### config.mk
export PLATFORM = sky130hd
export DESIGN_NAME = serial_adder_nbit_flat
export DESIGN_NICKNAME = d
export VERILOG_FILES = /design/src/rtl/serial_adder_nbit_if.sv /design/src/rtl/serial_adder_nbit.sv /design/src/flat_wrapper.sv
export SDC_FILE = /design/constraint.sdc
export NUM_CORES = 1
export LEC_CHECK = 0
export BUFFER_PORTS_ARGS = -buffer_cell sky130_fd_sc_hd__buf_2
export CAP_MARGIN = 20
export CORE_UTILIZATION = 30
export CTS_CLUSTER_DIAMETER = 60
export CTS_CLUSTER_SIZE = 12
export DETAILED_ROUTE_END_ITERATION = 12
export MAX_ROUTING_LAYER = met4
export PLACE_DENSITY = 0.47
export SLEW_MARGIN = 20
export SYNTH_ARGS = -nofsm -noshare
export SYNTH_HDL_FRONTEND = slang
export SYNTH_SLANG_ARGS = --single-unit
### constraint.sdc
create_clock -name clk -period 3.36 [get_ports clk]
set_clock_uncertainty 0.1 [all_clocks]
set_input_delay 0.168 -clock clk [delete_from_list [all_inputs] [get_ports clk]]
set_output_delay 0.168 -clock clk [all_outputs]
set_load 0.01 [all_outputs]
### src/rtl/serial_adder_nbit_if.sv
// Handshake and operand/result bundle for serial_adder_nbit.
// The master drives a request and the slave (the adder) returns status and the result.
interface serial_adder_nbit_if #(
  parameter int WIDTH = 8
) ();
  logic             start;
  logic [WIDTH-1:0] a;
  logic [WIDTH-1:0] b;
  logic             cin;
  logic             busy;
  logic             done;
  logic [WIDTH-1:0] sum;
  logic             cout;
  logic             overflow;

  modport master (
    output start, a, b, cin,
    input  busy, done, sum, cout, overflow
  );

  modport slave (
    input  start, a, b, cin,
    output busy, done, sum, cout, overflow
  );
endinterface

### src/rtl/serial_adder_nbit.sv
// Multi-cycle adder: computes a+b+cin CHUNK bits per clock through one ripple slice,
// LSB chunk first, with a start/busy/done handshake.
module serial_adder_nbit #(
  parameter int WIDTH = 8,
  parameter int CHUNK = 1
) (
  input  logic           clk,
  input  logic           rst_n,
  serial_adder_nbit_if.slave bus
);

  localparam int STEPS = WIDTH / CHUNK;
  localparam int CNT_W = (STEPS > 1) ? $clog2(STEPS) : 1;

  if (WIDTH < 1 || CHUNK < 1 || (WIDTH % CHUNK) != 0) begin : g_bad_params
    $error("serial_adder_nbit: CHUNK must be >= 1 and divide WIDTH exactly");
  end

  typedef enum logic [1:0] {IDLE, RUN, DONE} state_t;

  state_t             state;
  state_t             state_nxt;
  logic [WIDTH-1:0]   a_q;
  logic [WIDTH-1:0]   b_q;
  logic [WIDTH-1:0]   sum_q;
  logic               carry_q;
  logic               cout_q;
  logic               ovf_q;
  logic [CNT_W-1:0]   cnt;
  logic [31:0]        base;
  logic               accept;
  logic               last;
  logic [CHUNK+1:0]   slice;

  // Ripple chain of full-adder cells; returns {carry into top bit, carry out, sum bits}.
  function automatic logic [CHUNK+1:0] add_chunk(input logic [CHUNK-1:0] x,
                                                 input logic [CHUNK-1:0] y,
                                                 input logic             ci);
    logic [CHUNK:0]   c;
    logic [CHUNK-1:0] s;
    c[0] = ci;
    for (int i = 0; i < CHUNK; i++) begin
      s[i]   = x[i] ^ y[i] ^ c[i];
      c[i+1] = (x[i] & y[i]) | (c[i] & (x[i] ^ y[i]));
    end
    return {c[CHUNK-1], c[CHUNK], s};
  endfunction

  assign base   = 32'(cnt) * CHUNK;
  assign accept = bus.start && (state == IDLE || state == DONE);
  assign last   = (cnt == CNT_W'(STEPS - 1));
  assign slice  = add_chunk(a_q[base +: CHUNK], b_q[base +: CHUNK], carry_q);

  always_comb begin
    state_nxt = state;
    unique case (state)
      IDLE:    if (bus.start) state_nxt = RUN;
      RUN:     if (last) state_nxt = DONE;
      DONE:    state_nxt = bus.start ? RUN : IDLE;
      default: state_nxt = IDLE;
    endcase
  end

  always_ff @(posedge clk or negedge rst_n) begin
    if (!rst_n) begin
      state   <= IDLE;
      a_q     <= '0;
      b_q     <= '0;
      sum_q   <= '0;
      carry_q <= 1'b0;
      cout_q  <= 1'b0;
      ovf_q   <= 1'b0;
      cnt     <= '0;
    end else begin
      state <= state_nxt;
      if (accept) begin
        a_q     <= bus.a;
        b_q     <= bus.b;
        carry_q <= bus.cin;
        cnt     <= '0;
      end else if (state == RUN) begin
        sum_q[base +: CHUNK] <= slice[CHUNK-1:0];
        carry_q              <= slice[CHUNK];
        cnt                  <= cnt + CNT_W'(1);
        if (last) begin
          cout_q <= slice[CHUNK];
          ovf_q  <= slice[CHUNK+1] ^ slice[CHUNK];
        end
      end
    end
  end

  assign bus.busy     = (state == RUN);
  assign bus.done     = (state == DONE);
  assign bus.sum      = sum_q;
  assign bus.cout     = cout_q;
  assign bus.overflow = ovf_q;

endmodule

### src/flat_wrapper.sv
// flat-port wrapper written by rule: the top's interface ports become plain ports
module serial_adder_nbit_flat 
#(
  parameter int WIDTH = 8,
  parameter int CHUNK = 1
)
  (clk, rst_n, bus_start, bus_a, bus_b, bus_cin, bus_busy, bus_done, bus_sum, bus_cout, bus_overflow);
  serial_adder_nbit_if #(.WIDTH(WIDTH)) bus_i ();
  input  logic clk;
  input  logic rst_n;
  input wire logic [$bits(bus_i.start)-1:0] bus_start;
  input wire logic [$bits(bus_i.a)-1:0] bus_a;
  input wire logic [$bits(bus_i.b)-1:0] bus_b;
  input wire logic [$bits(bus_i.cin)-1:0] bus_cin;
  output wire logic [$bits(bus_i.busy)-1:0] bus_busy;
  output wire logic [$bits(bus_i.done)-1:0] bus_done;
  output wire logic [$bits(bus_i.sum)-1:0] bus_sum;
  output wire logic [$bits(bus_i.cout)-1:0] bus_cout;
  output wire logic [$bits(bus_i.overflow)-1:0] bus_overflow;
  assign bus_i.start = bus_start;
  assign bus_i.a = bus_a;
  assign bus_i.b = bus_b;
  assign bus_i.cin = bus_cin;
  assign bus_busy = bus_i.busy;
  assign bus_done = bus_i.done;
  assign bus_sum = bus_i.sum;
  assign bus_cout = bus_i.cout;
  assign bus_overflow = bus_i.overflow;
  serial_adder_nbit #(.WIDTH(WIDTH), .CHUNK(CHUNK)) u_core (.clk(clk), .rst_n(rst_n), .bus(bus_i));
endmodule
==> impl_metrics.tcl <==
set metrics [dict create \
    dp_hpwl_um 2110 \
    slew_violations 0 \
    area_growth_pct 24.2 \
    maxSlewHeadroom_pct 51.4 \
    cp_num_buf_inv 0 \
    stdcell_area_um2 1910 \
    synth-edff-count 0 \
    die_w_um 73.6 \
    holdWs_ns 0.00729 \
    clk_path_buf_depth 2 \
    synth.ff_latch_count 32 \
    grt_pass1_wl_um 4960 \
    cts_tree "done" \
    cts.hold.buffers_added 5 \
    setup-tns-final_ns 0 \
    end_kind "flip-flop" \
    slowest_stage "dfrtp_1" \
    yosysTopAreaCell "dfrtp_1" \
    fin_crit_sh_pct 77.5 \
    maxCapViolCount 0 \
    drtIter0Drc 48 \
    clock.fmax_ghz 0.384 \
    min_period_ns 2.60 \
    synth_top_area_share_pct 52.0 \
    synthTopCellsByCount "dfrtp_1, mux2_1, mux2_2, inv_1, nand2_1" \
    ios 32 \
    io_buffer_count 31 \
    synth_seq_area_share_pct 52.0 \
    grt_pass1_vias 1072 \
    required_ns 3.47 \
    diodes 0 \
    fin_util_pct 39.7 \
    slowest_delay_ns 0.62 \
    synth_cell_types 29 \
    ant_nets 0 \
    yosys_most_used_dff "dfrtp_1" \
    avgRoutedWirePerCell_um 12.8 \
    clkTransAtPathRegs_ns 0.06 \
    htree_num_levels 2 \
    worst_pin_slew_ns 0.729 \
    cellLeakagePower_nw 0.913 \
    fin_ws_ns 0.757 \
    synth_most_common_cell "dfrtp_1" \
    rsz0062_at_grt "no" \
    num_rows 25 \
    finalNetCount 176 \
    arrival_ns 2.72 \
    antenna_found_initial 0 \
    clock_sinks 32 \
    cts_resized 0 \
    path_max_fanout 10 \
    place_congestion 0.792 \
    crit_family "multiplexers" \
    netlist_top_cells_area "dfrtp_1, mux2_1, mux2_2, mux4_1, ha_1" \
    crit_chain "mux4_1 -> mux2i_1 -> fa_1 -> nor3_1 -> mux2_1" \
    die-area_um2 5420 \
    dieHeight_um 73.6 \
    ir_drop_v 0.000354 \
    overflow 0 \
    start_util_pct 31.9 \
    synth_area_um2 1540 \
    fill_cells 502 \
    syn_nets 136 \
    drc_errors 0 \
    crit_path_start_kind "flip-flop" \
    min_path_type "in2reg" \
    via_per_inst 4.45 \
    core-area_um2 4820 \
    cts-buffers-inserted 5 \
    postSynthCellCount 111 \
    power.density_cell_area_nw_per_um2 1000 \
    wirelength_um 2810 \
    worst-setup-path-type "reg2reg" \
    status "complete, no violations" \
    drive_gt1_share_pct 33.6 \
    clock_latency_ns 0.28 \
    grt.total_usage_pct 12.7 \
    hold_viol_final 0 \
    vias 974 \
    place_area_um2 1750 \
    ys.warnings.count 0 \
    first_pass_iters 3 \
    cts_root_buf "clkbuf_8" \
    synth-async-reset-ratio_pct 100 \
    finalSetupViolCount 0 \
    cts_setup_buffers 0 \
    dpl_worst_slack_ns 0.741 \
    grt_max_degree 33 \
    avgSynthCellArea_um2 13.9 \
]
## per-stage QoR
step | instances | power, mW
after CTS | 219 | 1.94
after detailed placement | 206 | 1.58
after global routing | 219 | 2.07
final | 219 | 1.91
after floorplan | 111 | 1.35
after global placement | 206 | 1.55
## power by group
group	switching, mW	total, mW	leakage (nW)	internal (mW)
clock	0.137	0.357	0.0552	0.220
combinational	0.404	0.850	0.469	0.445
sequential	0.138	0.706	0.389	0.569
## registers in the layout, summed over array words and instances (netlist names)
register,count
u_core.a_q,8
u_core.state,2
u_core.carry_q,1
u_core.bus.overflow,1
u_core.b_q,8
u_core.bus.sum,8
u_core.cnt,3
u_core.bus.cout,1
## worst register-to-register path, cell delays in order, from the launching register on
cell and delay (ns):
dfrtp_1 0.62, mux4_1 0.62, mux2i_1 0.21, fa_1 0.49
nor3_1 0.30, mux2_1 0.20
## logic make-up (layout without fill, tap and decap cells)
group	Yosys count	in the layout	share of synthesized area (%)
XOR/XNOR	1	1	0.569
AND/OR/NAND/NOR	25	25	10.1
multiplexers	31	31	26.1
buffers and inverters	11	52	3.74
adder cells (fa/ha/maj)	5	5	4.55
flip-flops	32	32	52.0
AO/OA/AOI/OAI	6	6	2.93
## layout make-up
type | count | area (µm²) | area share (%)
sequential | 32 | 801 | 41.9
tap | 67 | 83.8 | 4.38
clock inverter | 2 | 35.0 | 1.83
timing repair buffer | 37 | 213 | 11.1
multi-input combinational | 68 | 681 | 35.6
clock buffer | 6 | 72.6 | 3.80
inverter | 7 | 26.3 | 1.37
## path summary, 6_finish.rpt
| path | from | end | slack (ns) | depth (start not counted) |
|---|---|---|---|---|
| max | u_core.cnt[0]$_DFFE_PN0P_ | u_core.bus.sum[4]$_DFFE_PN0P_ | 0.76 | 5 |
| min | bus_a[0] | u_core.a_q[0]$_DFFE_PN0P_ | 0.007 | 2 |
| max reg2reg | u_core.cnt[0]$_DFFE_PN0P_ | u_core.bus.sum[4]$_DFFE_PN0P_ | 0.76 | 5 |
| min reg2reg | u_core.a_q[6]$_DFFE_PN0P_ | u_core.a_q[6]$_DFFE_PN0P_ | 0.38 | 1 |
| max in group asynchronous | rst_n | u_core.a_q[2]$_DFFE_PN0P_ | 2.31 | 2 |
| min in group asynchronous | rst_n | u_core.bus.overflow$_DFFE_PN0P_ | 0.38 | 2 |
## per-layer routing
| metal | global-route usage, % | vias to the layer above | wire length (µm) |
|---|---|---|---|
| li1 | - | 480 | - |
| met5 | - | - | 0 |
| met4 | 4.49 | 0 | 46 |
| met2 | 21.3 | 24 | 1400 |
| met1 | 13.9 | 465 | 1220 |
| met3 | 4.25 | 5 | 143 |
## cells in the final DEF (no fill, tap or decap), types with 2 or more instances in the layout
master         synthesis  layout
nor3_1                 2       2
mux2_1                15      15
nand2_1                5       5
a22o_1                 2       2
nor2_1                 3       3
buf_2                  1      31
nand3_1                3       3
mux4_1                 3       3
dlygate4sd3_1          0       5
nor2b_1                4       4
dfrtp_1               32      32
o21ai_0                2       2
inv_1                  7       7
ha_1                   4       4
mux2_2                 9       9
clkbuf_8               0       5
nand4_1                2       2
mux2i_1                3       3
(Power assumes the default switching activity.)
